[src/rtl/pipeline_ctrl.sv]
// Hazard and stall controller for a 5-stage pipeline: drives latch/PC enables and
// bubble flushes, tracks data-memory waits and halt, and counts stalled cycles.
module pipeline_ctrl (
  input  logic        CLK,
  input  logic        nRST,
  input  logic        ihit,
  input  logic        dhit,
  input  logic        dmem_req_3,
  input  logic        dREN_out_2,
  input  logic [4:0]  wsel_out_2,
  input  logic [4:0]  rs_in_2,
  input  logic [4:0]  rt_in_2,
  input  logic        use_rt_1,
  input  logic        branch_taken_3,
  input  logic        jump_1,
  input  logic        halt_4,
  output logic        pc_en,
  output logic        ifid_en,
  output logic        idex_en,
  output logic        exmem_en,
  output logic        memwb_en,
  output logic        ifid_flush,
  output logic        idex_flush,
  output logic        exmem_flush,
  output logic        halted,
  output logic [15:0] stall_count,
  output logic [1:0]  state_dbg
);

  typedef enum logic [1:0] {
    RUN   = 2'd0,
    DWAIT = 2'd1,
    HALT  = 2'd2
  } state_e;

  state_e      state_q, state_d;
  logic [15:0] stall_count_q, stall_count_d;
  logic        data_freeze;
  logic        load_use;

  // A data miss freezes the whole pipe in the same cycle it is seen, before DWAIT is entered.
  assign data_freeze = (state_q == DWAIT) ||
                       ((state_q == RUN) && dmem_req_3 && !dhit);

  assign load_use = dREN_out_2 && (wsel_out_2 != 5'd0) &&
                    ((wsel_out_2 == rs_in_2) || (use_rt_1 && (wsel_out_2 == rt_in_2)));

  always_comb begin
    pc_en       = 1'b0;
    ifid_en     = 1'b0;
    idex_en     = 1'b0;
    exmem_en    = 1'b0;
    memwb_en    = 1'b0;
    ifid_flush  = 1'b0;
    idex_flush  = 1'b0;
    exmem_flush = 1'b0;
    if (state_q != HALT && !data_freeze) begin
      if (branch_taken_3) begin
        {pc_en, ifid_en, idex_en, exmem_en, memwb_en} = 5'b11111;
        {ifid_flush, idex_flush, exmem_flush}         = 3'b111;
      end else if (load_use) begin
        {idex_en, exmem_en, memwb_en} = 3'b111;
        idex_flush                    = 1'b1;
      end else if (!ihit) begin
        {ifid_en, idex_en, exmem_en, memwb_en} = 4'b1111;
        ifid_flush                             = 1'b1;
      end else if (jump_1) begin
        {pc_en, ifid_en, idex_en, exmem_en, memwb_en} = 5'b11111;
        ifid_flush                                    = 1'b1;
      end else begin
        {pc_en, ifid_en, idex_en, exmem_en, memwb_en} = 5'b11111;
      end
    end
  end

  always_comb begin
    state_d = state_q;
    if (halt_4) begin
      state_d = HALT;
    end else begin
      case (state_q)
        RUN:     if (dmem_req_3 && !dhit) state_d = DWAIT;
        DWAIT:   if (dhit) state_d = RUN;
        HALT:    state_d = HALT;
        default: state_d = RUN;
      endcase
    end
  end

  always_comb begin
    stall_count_d = stall_count_q;
    if ((state_q != HALT) && !pc_en && (stall_count_q != 16'hFFFF)) begin
      stall_count_d = stall_count_q + 16'd1;
    end
  end

  always_ff @(posedge CLK or negedge nRST) begin
    if (!nRST) begin
      state_q       <= RUN;
      stall_count_q <= 16'd0;
    end else begin
      state_q       <= state_d;
      stall_count_q <= stall_count_d;
    end
  end

  assign halted      = (state_q == HALT);
  assign stall_count = stall_count_q;
  assign state_dbg   = state_q;

endmodule

[config.mk]
export PLATFORM = sky130hd
export DESIGN_NAME = pipeline_ctrl
export DESIGN_NICKNAME = d
export VERILOG_FILES = /design/src/rtl/pipeline_ctrl.sv
export SDC_FILE = /design/constraint.sdc
export NUM_CORES = 1
export LEC_CHECK = 0
export BUFFER_PORTS_ARGS = -buffer_cell sky130_fd_sc_hd__buf_2
export CAP_MARGIN = 10
export CORE_MARGIN = 10
export CORE_UTILIZATION = 51
export CTS_BUF_LIST = sky130_fd_sc_hd__clkbuf_4
export DETAILED_ROUTE_END_ITERATION = 10
export MAX_ROUTING_LAYER = met4
export PLACE_DENSITY_LB_ADDON = 0.08
export RECOVER_POWER = 25
export SLEW_MARGIN = 30
export SYNTH_ARGS = -nofsm -noshare
export SYNTH_HDL_FRONTEND = slang
export SYNTH_SLANG_ARGS = --single-unit
export TNS_END_PERCENT = 1
[constraint.sdc]
create_clock -name CLK -period 3.46 [get_ports CLK]
set_input_delay 0.519 -clock CLK [delete_from_list [all_inputs] [get_ports CLK]]
set_output_delay 0.519 -clock CLK [all_outputs]
set_load 0.02 [all_outputs]
After elaboration in Yosys (flattened, before gate mapping)
Cells that the tools add are included.
W data, S select, Z words.

word-level totals
  bits in registers = 18
  output and inout bits = 27
  logic and storage cells = 50

operators by class
  $add $sub $neg = 1
  equality and inequality tests = 8
  mux-type cells = 22
  reductions and logical operators = 17

operators with widths
  kind                     count
  $mux W1                  18
  $add A16 B1 Y16 const B  1
  $ne A16 B16 Y1 const B   1
  $eq A5 B5 Y1             2
  $logic_and A1 B1 Y1      9
  $mux W2                  3
  $pmux W2 S3              1
  $reduce_bool A5 Y1       1
  $logic_not A1 Y1         3
  $ne A3 B2 Y1 const B     1
  $ne A3 B3 Y1 const B     1
  $eq A2 B1 Y1 const B     1
  $eq A2 B2 Y1 const B     1
  $logic_not A2 Y1         1
  $logic_or A1 B1 Y1       2
  $ne A2 B2 Y1 const B     1
  $reduce_and A2 Y1        1

Depth between registers and ports, before layout
Gate-level depths: netlist of the first run.

  word-level depth = 10
  depth in mapped cells = 7

Least setup slack after synthesis of the first run
No wires, ideal clock.

  path kind = input -> output
  start point = input port wsel_out_2[1]
  end point = output port ifid_flush
  arrival time = 1798 ps
  data required time = 2941 ps
  slack = 1143 ps
  cell stages on the path = 5
  buffers on the path = 0
  cell sequence = or4_1 o21a_1 nand2_1 o21ai_0 a21oi_1

on the way
  word-level cells in the longest chain between the ends = 7

RTL lines
  item                     RTL line  text
  from (decl)              10        input logic [4:0] wsel_out_2,
  $eq A5 B5 Y1             46        ((wsel_out_2 == rs_in_2) || (use_rt_1 && (wsel_out_2 == rt_in_2)));
  $logic_and A1 B1 Y1      46
  $logic_or A1 B1 Y1       46
  $logic_and A1 B1 Y1 (*)  45        assign load_use = dREN_out_2 && (wsel_out_2 != 5'd0) &&
  $mux W1 (*)              61        end else if (load_use) begin
  $mux W1 (*)              58        if (branch_taken_3) begin
  $mux W1 (*)              57        if (state_q != HALT && !data_freeze) begin
  to (decl)                22        output logic ifid_flush,

Mark *: on every way between the ends. The rest lies on a longest branch, timed or not.

Worst setup path in the final report of the first run
Same ends and word-level chain as after synthesis.

==> results by group, run 1 <==
Run status
  • Status: complete, no violations

Die
  • Cell Rows: 16
  • Number of I/O pins: 52
  • Initial Util: 0.552
  • Die W: ~67 um
  • Core area: slightly above 0.002 mm^2
  • Die H: 66.8 um
  • Full die area: 0.00446 mm^2

Worst hold path
  • Hold crit path type: in -> async

Synth
  • Syn Area/Cell: 9.30 um^2
  • Synth top area share: 0.404
  • Post-Syn Instances: 120
  • Ys flop type: dfrtp_1
  • EDFF count, synth: 0
  • Asr flop ratio synth: 1.00
  • Synth Cell Area: roughly 0.0011 mm^2
  • FF+latch count, synth: 18
  • Syn_nets: 146
  • Area leader, netlist: dfrtp_1
  • Largest cells by area after synthesis: dfrtp_1 (40%), xor2_1 (10%), xnor2_1 (8.6%)
  • Post-synth top cells: dfrtp_1 (18), nand2_1 (13), xor2_1 (13)
  • Ys Warns: 0
  • Count leader, synth: dfrtp_1
  • Sequential share of the synthesized area: 0.404
  • Synth cell types: 29

STA
  • Final period util: 0.714
  • Setup TNS: 0 ns
  • Fin. max-slew vios: 0
  • Worst slew margin: 0.377
  • RSZ-0062 raised after global routing: no
  • Final hold vios: 0
  • Max Clk Rate: ~0.40 GHz
  • Final setup violation count: 0
  • Skew final: 0.00657 ns
  • Slew @ Worst Pin: 0.935 ns
  • Final Critical Period: around 2.5 ns

Setup path
  • RR Endpoint: stall_count[1]
  • Critical Path RT: roughly 3 ns
  • CP Data Arrival Time: approximately 2.0 ns
  • Worst r2r path cells: 7
  • CP startpoint kind: input pin
  • Launching point of the worst reg2reg path: stall_count[3]
  • Critical path endpoint category: output port
  • FF-to-FF setup slack: roughly 1.6 ns
  • CP Max Fanout: 3
  • Worst Setup Path Type: in -> out

CTS
  • Hold_buf cts: 0
  • Clock latency on the worst-skew pair: 0.30 ns
  • Post_cts resized: 0
  • H-tree Lvls: 1
  • # clock sinks: 18
  • Root buffer cell: clkbuf_4
  • CTS tree: built
  • Clk slew on worst S/H paths: roughly 0.1 ns
  • Num CTS Buffers: 3
  • Postcts setup bufs: 0
  • Deepest clock path buffer count: 2

Cells and area
  • Antenna diode count: 0
  • Final net count: ~200
  • Layout fillers: between 150 and 200
  • Final Cell Area: 0.00141 mm^2
  • Share of post-route cells with drive strength above 1: 0.349
  • Area delta synth->final: 26.0%

Detailed routing
  • Vias/cell: ~5.3
  • Detailed-route via count: about 1.0k
  • First-pass DRT Iterations: 4
  • Initial drt markers: 36
  • Final WL: ~2800 um
  • Post-route ant nets: 0
  • Wire length per cell: 14.0 um
  • DRC: 0

GRT
  • Global-route wire length before repair: roughly 4600 um
  • Maximum number of pins on one net before global-route repair: 19
  • Gr ovfl total: 0
  • Vias in the first global route: about 1.1k
  • Initial antenna violation count: 0
  • Tot GR Track Use: 0.130

Flow run
  • Max-cap violations: 0

Power
  • PwrDens: 340 mW/mm^2
  • Peak VDD IR: 0.000277 V
  • Leak: 0.689 nW

Placed design
  • Port Buffers: 51
  • Dpl hpwl: between 2000 and 2500 um
  • Area post-placement: 0.00138 mm^2
  • RD Place Congestion: 0.827
-- final cells by class --
class,count,area [um^2],area share
clock inverter,1,3.75,0.00267
multi-input combinational,93,616,0.438
sequential,18,450,0.320
inverter,5,18.8,0.0133
clock buffer,3,22.5,0.0160
timing repair buffer,52,262,0.186
tap,27,33.8,0.0240
-- logic make-up after synthesis --
logic type	synth area share
AO/OA/AOI/OAI	0.0751
AND/OR/NAND/NOR	0.244
adder cells (fa/ha/maj)	0.0112
flip-flops	0.404
buffers and inverters	0.0448
XOR/XNOR	0.188
multiplexers	0.0325
-- worst max-delay path by stage --
stage          slack (ns)  cells past startpoint           from              end
2_1_floorplan        1.14                      5  wsel_out_2[1]       ifid_flush
3_3_place_gp         1.04                      6  wsel_out_2[1]  stall_count[12]
3_5_place_dp         0.99                      6  wsel_out_2[1]  stall_count[12]
4_1_cts               1.0                      7  wsel_out_2[1]       ifid_flush
5_1_grt              0.94                      7  wsel_out_2[1]       ifid_flush
6_report             0.99                      7  wsel_out_2[1]       ifid_flush
-- flip-flops by register name, indices dropped and copies added (netlist names) --
register and count:
stall_count 16, state_dbg 2
-- placed cells by master, fill, tap and decap left out, types with 2 or more instances in the layout --
cell type and instances:
buf_2 50, dfrtp_1 18, nand2_1 13, xor2_1 13, xnor2_1 11, nand3_1 9, nor2_1 8, nor3_1 8
nor4_1 7, inv_1 5, a21oi_1 4, clkbuf_4 3, nand4_1 2, o21ai_0 2, or3_1 2, or2_2 2
-- routing by layer --
metal  global-route usage  part of all wire  up-vias
met4               0.0550             0.015        0
li1                     -                 -      517
met1                0.140              0.41      485
met2                0.211              0.47       40
met5                    -                 0        -
met3               0.0468              0.11        5
-- power breakdown --
part | internal, W | switching, W | total [W]
clock network | 0.0000421 | 0.0000667 | 0.000109
logic | 0.0000502 | 0.0000669 | 0.000117
registers | 0.000230 | 0.0000226 | 0.000252
total | 0.000322 | 0.000156 | 0.000478
-- through the flow --
stage | std cells | hold slack [ns] | total power, W | setup WS [ns] | util
5_1_grt | 199 | 0.372 | 0.000502 | 0.938 | 0.696
3_3_place_gp | 195 | 0.458 | 0.000371 | 1.04 | 0.683
2_1_floorplan | 120 | 0.223 | 0.000322 | 1.14 | -
6_report | 199 | 0.319 | 0.000478 | 0.990 | 0.696
4_1_cts | 199 | 0.144 | 0.000481 | 0.998 | 0.696
3_5_place_dp | 195 | 0.465 | 0.000376 | 0.991 | 0.683
-- critical path, cell delays in order --
cell     delay [ns]
buf_2          0.12
or4_1          0.53
o21a_1         0.23
nand2_1        0.12
o21ai_0        0.09
a21oi_1        0.15
buf_2          0.18
Note: power is estimated with default switching activity, not from simulation.
==> inputs of run 2 (changes only) <==
--- a/config.mk
+++ b/config.mk
@@ -7,8 +7,9 @@
 export LEC_CHECK = 0
 export BUFFER_PORTS_ARGS = -buffer_cell sky130_fd_sc_hd__buf_2
 export CAP_MARGIN = 10
+export CORE_ASPECT_RATIO = 1.75
 export CORE_MARGIN = 10
-export CORE_UTILIZATION = 51
+export CORE_UTILIZATION = 43
 export CTS_BUF_LIST = sky130_fd_sc_hd__clkbuf_4
 export DETAILED_ROUTE_END_ITERATION = 10
 export MAX_ROUTING_LAYER = met4
==> constraint.sdc (replaced) <==
create_clock -name CLK -period 2.1 [get_ports CLK]
set_input_delay 0.315 -clock CLK [delete_from_list [all_inputs] [get_ports CLK]]
set_output_delay 0.315 -clock CLK [all_outputs]
set_load 0.02 [all_outputs]
==> run 2 against run 1 <==
Compared with the run above:
- setup slack got worse by 0.87 ns
- via count rose by 1.6%
- die area grew 15%
- first-iteration DRC count fell by 61%
- sequential power up 65%
- critical endpoint unchanged
==> results by group, run 2 (same netlist as run 1, synthesis figures left out) <==
Run status
  • Status: complete, no violations

Cells and area
  • Most frequent cells in the layout: buf_2 (49), dfrtp_1 (18), nand2_1 (13), xor2_1 (13), xnor2_1 (11)
  • Multi-input logic area: ~620 um^2
  • Largest register FFs: 16
  • FF/Latch Area: 450 um^2
  • Antenna diode count: 0
  • Share of post-route cells with drive strength above 1: 0.367
  • Layout fillers: about 250
  • Commonest non-fill, non-tap cell in the layout: buf_2
  • Area delta synth->final: 30.0%
  • Final net count: around 200
  • Final core utilization: 0.582
  • Final Cell Area: between 0.001 and 0.0015 mm^2

Power
  • Comb power frac: 0.247
  • Peak VDD IR: about 0.00031 V
  • PwrDens: around 550 mW/mm^2
  • Sequential share of power: 0.523
  • Leak: around 0.71 nW
  • Internal Power: around 0.00053 W
  • Switch share: 0.329
  • P_sw: approximately 0.00026 W
  • Part of the power in the clock network: 0.229

STA
  • RSZ-0062 raised after global routing: no
  • Fin. max-slew vios: 0
  • Final setup violation count: 0
  • Skew final: 0.00635 ns
  • Slew @ Worst Pin: about 0.98 ns
  • Final Critical Period: about 2.0 ns
  • Max Clk Rate: roughly 0.50 GHz
  • Setup TNS: 0 ns
  • Final hold vios: 0
  • Final period util: 0.945
  • Min Hold Slack: about 0.17 ns
  • Worst slew margin: 0.348

Die
  • Full die area: 0.00511 mm^2
  • Number of I/O pins: 52
  • Initial Util: 0.448
  • Die W: 58.5 um
  • Core area: ~0.0025 mm^2
  • Cell Rows: 24
  • Die H: between 80 and 90 um

Setup path
  • CP Max Fanout: 3
  • Slowest cell on crit path: or4_4
  • Max incr delay on CP: between 0.5 and 0.6 ns
  • Critical Path RT: between 1.5 and 2 ns
  • Worst Setup Path Type: in -> out
  • Critical path endpoint category: output port
  • CP Data Arrival Time: 1.67 ns
  • Crit-path cells: buf_2 > or4_4 > o21a_1 > nand2_1 > o21ai_0 > a21oi_1 > buf_4
  • CP startpoint kind: input pin

Detailed routing
  • DRC: 0
  • Vias/cell: around 5.2
  • Post-route ant nets: 0
  • Detailed-route via count: 1064
  • Final WL: about 3000 um
  • Initial drt markers: 14
  • First-pass DRT Iterations: 4
  • Wire length per cell: between 10 and 15 um

CTS
  • # clock sinks: 18
  • Clk slew on worst S/H paths: about 0.11 ns
  • CTS tree: built
  • H-tree Lvls: 1
  • Root buffer cell: clkbuf_4
  • Num CTS Buffers: 3
  • Clock latency on the worst-skew pair: around 0.3 ns
  • Deepest clock path buffer count: 2

Flow run
  • Max-cap violations: 0

GRT
  • Maximum number of pins on one net before global-route repair: 19
  • Initial antenna violation count: 0
  • Gr ovfl total: 0
  • Global-route wire length before repair: roughly 5000 um
  • Tot GR Track Use: 0.122
  • Vias in the first global route: 1157

Worst hold path
  • Hold crit path type: in -> reg

Placed design
  • Dpl hpwl: ~2500 um
  • Port Buffers: 51
  • Area post-placement: around 0.0014 mm^2
  • RD Place Congestion: 0.868
run 2: cell types whose count changed in the layout (fill, tap and decap cells not counted), sizes merged:
| cell | before | now |
|---|---|---|
| dlygate4sd3 | 0 | 1 |
| buf | 51 | 55 |
run 2: routing by layer:
| layer | global-route usage | up-vias | part of all wire | routed length [um] |
|---|---|---|---|---|
| met4 | 0.0472 | 0 | 0.013 | 38 |
| met5 | - | - | 0 | 0 |
| met2 | 0.224 | 38 | 0.54 | 1620 |
| met1 | 0.112 | 495 | 0.37 | 1130 |
| met3 | 0.0351 | 4 | 0.075 | 228 |
| li1 | - | 527 | - | - |
run 2: cell type report:
type	count	share of cell area
well taps	26	0.0224
multi-input cells	93	0.427
inverters	5	0.0129
clock buffers	3	0.0155
clock inverters	1	0.00259
repair buffers	57	0.209
flip-flops and latches	18	0.310
run 2: critical path, delay by kind of cell:
family	cells	cell delay (ns)
buf+inv	2	0.28
simple gates	2	0.63
compound gates	3	0.44
run 2: what timing repair did:
action,in CTS,in global routing
setup buffers,0,1
endpoints found under the hold margin,18,0
hold buffers,1,0
endpoints found under the setup margin,0,1
gates resized for setup,0,2
run 2: power groups by stage:
stage	sequential [W]	clock, W	combinational, W
after floorplan	0.000458	0	0.0000717
after global placement	0.000421	0	0.000193
after detailed placement	0.000423	0	0.000198
after CTS	0.000417	0.000186	0.000200
after global routing	0.000421	0.000193	0.000219
final	0.000416	0.000182	0.000197
run 2: path summary, 6_finish.rpt:
kind                            startpoint              end  slack [ns]  cells after the start
max reg2reg                 stall_count[3]   stall_count[1]        0.27                      7
max                          wsel_out_2[1]       ifid_flush        0.11                      7
min reg2reg                stall_count[15]  stall_count[15]        0.50                      1
min                                 halt_4     state_dbg[0]        0.17                      2
min in group asynchronous             nRST   stall_count[0]        0.68                      2
max in group asynchronous             nRST  stall_count[10]        0.83                      2
run 2: per-stage QoR:
stage / std cells / total power, W / setup WS (ns)
CTS: 202 / 0.000803 / 0.0228
finish: 203 / 0.000795 / 0.115
global placement: 197 / 0.000614 / 0.0728
global route: 203 / 0.000833 / 0.0306
floorplan: 120 / 0.000530 / 0.172
detailed placement: 197 / 0.000621 / 0.0275
==> inputs of run 3 (changes only) <==
--- a/config.mk
+++ b/config.mk
@@ -8,7 +8,6 @@
 export BUFFER_PORTS_ARGS = -buffer_cell sky130_fd_sc_hd__buf_2
 export CAP_MARGIN = 10
 export CORE_ASPECT_RATIO = 1.75
-export CORE_MARGIN = 10
 export CORE_UTILIZATION = 43
 export CTS_BUF_LIST = sky130_fd_sc_hd__clkbuf_4
 export DETAILED_ROUTE_END_ITERATION = 10
==> run 3 against run 2 <==
Compared with the run above:
- fmax grew 0.32%
- first-iteration DRC count grew 43%
- combinational power is essentially flat
- count of clock-buffer cells in the layout is the same
- die area shrank 45%
- sequential power is essentially flat
- worst hold slack lost 0.0022 ns
- critical path type unchanged
- cell count is the same
- clock power is essentially flat
- total power shrank 0.51%
- clock skew grew 0.0013 ns
- largest cell class unchanged
==> results by group, run 3 (same netlist as run 1, synthesis figures left out) <==
Die
  • Die W: about 41 um
  • Die H: between 60 and 70 um
  • Cell Rows: 24
  • Core area: 0.00246 mm^2
  • Full die area: between 0.002 and 0.003 mm^2
  • Initial Util: 0.453
  • Number of I/O pins: 52

Setup path
  • CP startpoint kind: input pin
  • Critical path endpoint category: output port
  • Worst Setup Path Type: in -> out
  • Critical Path RT: 1.78 ns
  • CP Max Fanout: 3
  • CP Data Arrival Time: between 1.5 and 2 ns

Cells and area
  • Share of post-route cells with drive strength above 1: 0.362
  • Commonest non-fill, non-tap cell in the layout: buf_2
  • Non-Filler Instances: 203
  • Largest register FFs: 16
  • Most frequent cells in the layout: buf_2 (49), dfrtp_1 (18), nand2_1 (13), xor2_1 (13), xnor2_1 (11)
  • Layout fillers: between 200 and 250
  • Final core utilization: 0.588
  • Final net count: roughly 200
  • Area delta synth->final: 29.7%
  • Antenna diode count: 0

Detailed routing
  • Detailed-route via count: roughly 1.1k
  • Post-route ant nets: 0
  • Vias/cell: approximately 5.3
  • DRC: 0
  • First-pass DRT Iterations: 5
  • Initial drt markers: 20
  • Wire length per cell: 12.8 um
  • Final WL: 2610 um

STA
  • Final setup violation count: 0
  • Min Hold Slack: approximately 0.16 ns
  • Setup TNS: 0 ns
  • Max Clk Rate: 0.505 GHz
  • Skew final: 0.00769 ns
  • Final Critical Period: 1.98 ns
  • Final hold vios: 0
  • RSZ-0062 raised after global routing: no
  • Fin. max-slew vios: 0
  • Worst slew margin: 0.352
  • Final period util: 0.942
  • Slew @ Worst Pin: 0.972 ns

GRT
  • Gr ovfl total: 0
  • Vias in the first global route: ~1.0k
  • Initial antenna violation count: 0
  • Maximum number of pins on one net before global-route repair: 19
  • Tot GR Track Use: 0.201
  • Global-route wire length before repair: 3980 um

Placed design
  • RD Place Congestion: 0.867
  • Dpl hpwl: 2090 um
  • Port Buffers: 51
  • Placed cells: just under 200

CTS
  • Root buffer cell: clkbuf_4
  • Clock latency on the worst-skew pair: ~0.30 ns
  • Clk slew on worst S/H paths: around 0.11 ns
  • H-tree Lvls: 1
  • # clock sinks: 18
  • Num CTS Buffers: 3
  • CTS tree: built
  • Deepest clock path buffer count: 2

Power
  • PwrDens: about 550 mW/mm^2
  • Peak VDD IR: between 0.0004 and 0.0005 V
  • Leak: between 0.7 and 0.8 nW

Flow run
  • Max-cap violations: 0

Worst hold path
  • Hold crit path type: in -> reg

Run status
  • Status: complete, no violations
==> run 3: changes by cell type in the layout (fill, tap and decap cells not counted) <==
cell	delta
o21ai_0	-1
o21ai_1	+1
or4_1	+1
or4_4	-1
==> run 3: metrics by stage <==
stage | power [W] | setup WS [ns] | area, um^2
floorplan | 0.000530 | 0.172 | 1120
global placement | 0.000610 | 0.0770 | 1400
detailed placement | 0.000617 | 0.0491 | 1400
CTS | 0.000797 | 0.0555 | 1440
global route | 0.000828 | 0.0153 | 1450
finish | 0.000791 | 0.121 | 1450
==> run 3: critical path, stage by stage <==
cell     delay [ns]
buf_2          0.12
or4_1          0.53
o21a_1         0.22
nand2_1        0.12
o21ai_1        0.08
a21oi_1        0.12
buf_4          0.15
==> run 3: path summary, 6_finish.rpt <==
path,start,endpoint,slack (ns),depth (start not counted)
max reg2reg,stall_count[3],stall_count[1],0.26,7
min in group asynchronous,nRST,stall_count[11],0.68,2
max,wsel_out_2[1],ifid_flush,0.12,7
min,halt_4,state_dbg[0],0.16,2
min reg2reg,stall_count[15],stall_count[15],0.50,1
max in group asynchronous,nRST,stall_count[7],0.83,2
==> run 3: layer usage <==
metal,GRT usage,part of all wire
met4,0.0889,0.017
met2,0.369,0.57
met1,0.185,0.37
met3,0.0160,0.043
met5,-,0
==> run 3: area by class of cell <==
class / count / area (um^2) / area share
clock buffer: 3 / 22.5 / 0.0156
clock inverter: 1 / 3.75 / 0.00259
inverter: 5 / 18.8 / 0.0130
multi-input combinational: 93 / 616 / 0.425
sequential: 18 / 450 / 0.311
tap: 26 / 32.5 / 0.0225
timing repair buffer: 57 / 304 / 0.210
==> run 3: timing repair <==
action,4_1_cts,5_1_grt
endpoints found under the hold margin,18,0
setup endpoints to repair,0,1
hold buffers,1,0
gates resized for setup,0,2
setup buffers,0,1
==> run 3: report_power, final <==
group	leakage, nW	switching (W)	internal, W
logic	0.478	0.000110	0.0000853
registers	0.218	0.0000380	0.000378
clock network	0.0154	0.000110	0.0000694
total	0.711	0.000258	0.000533
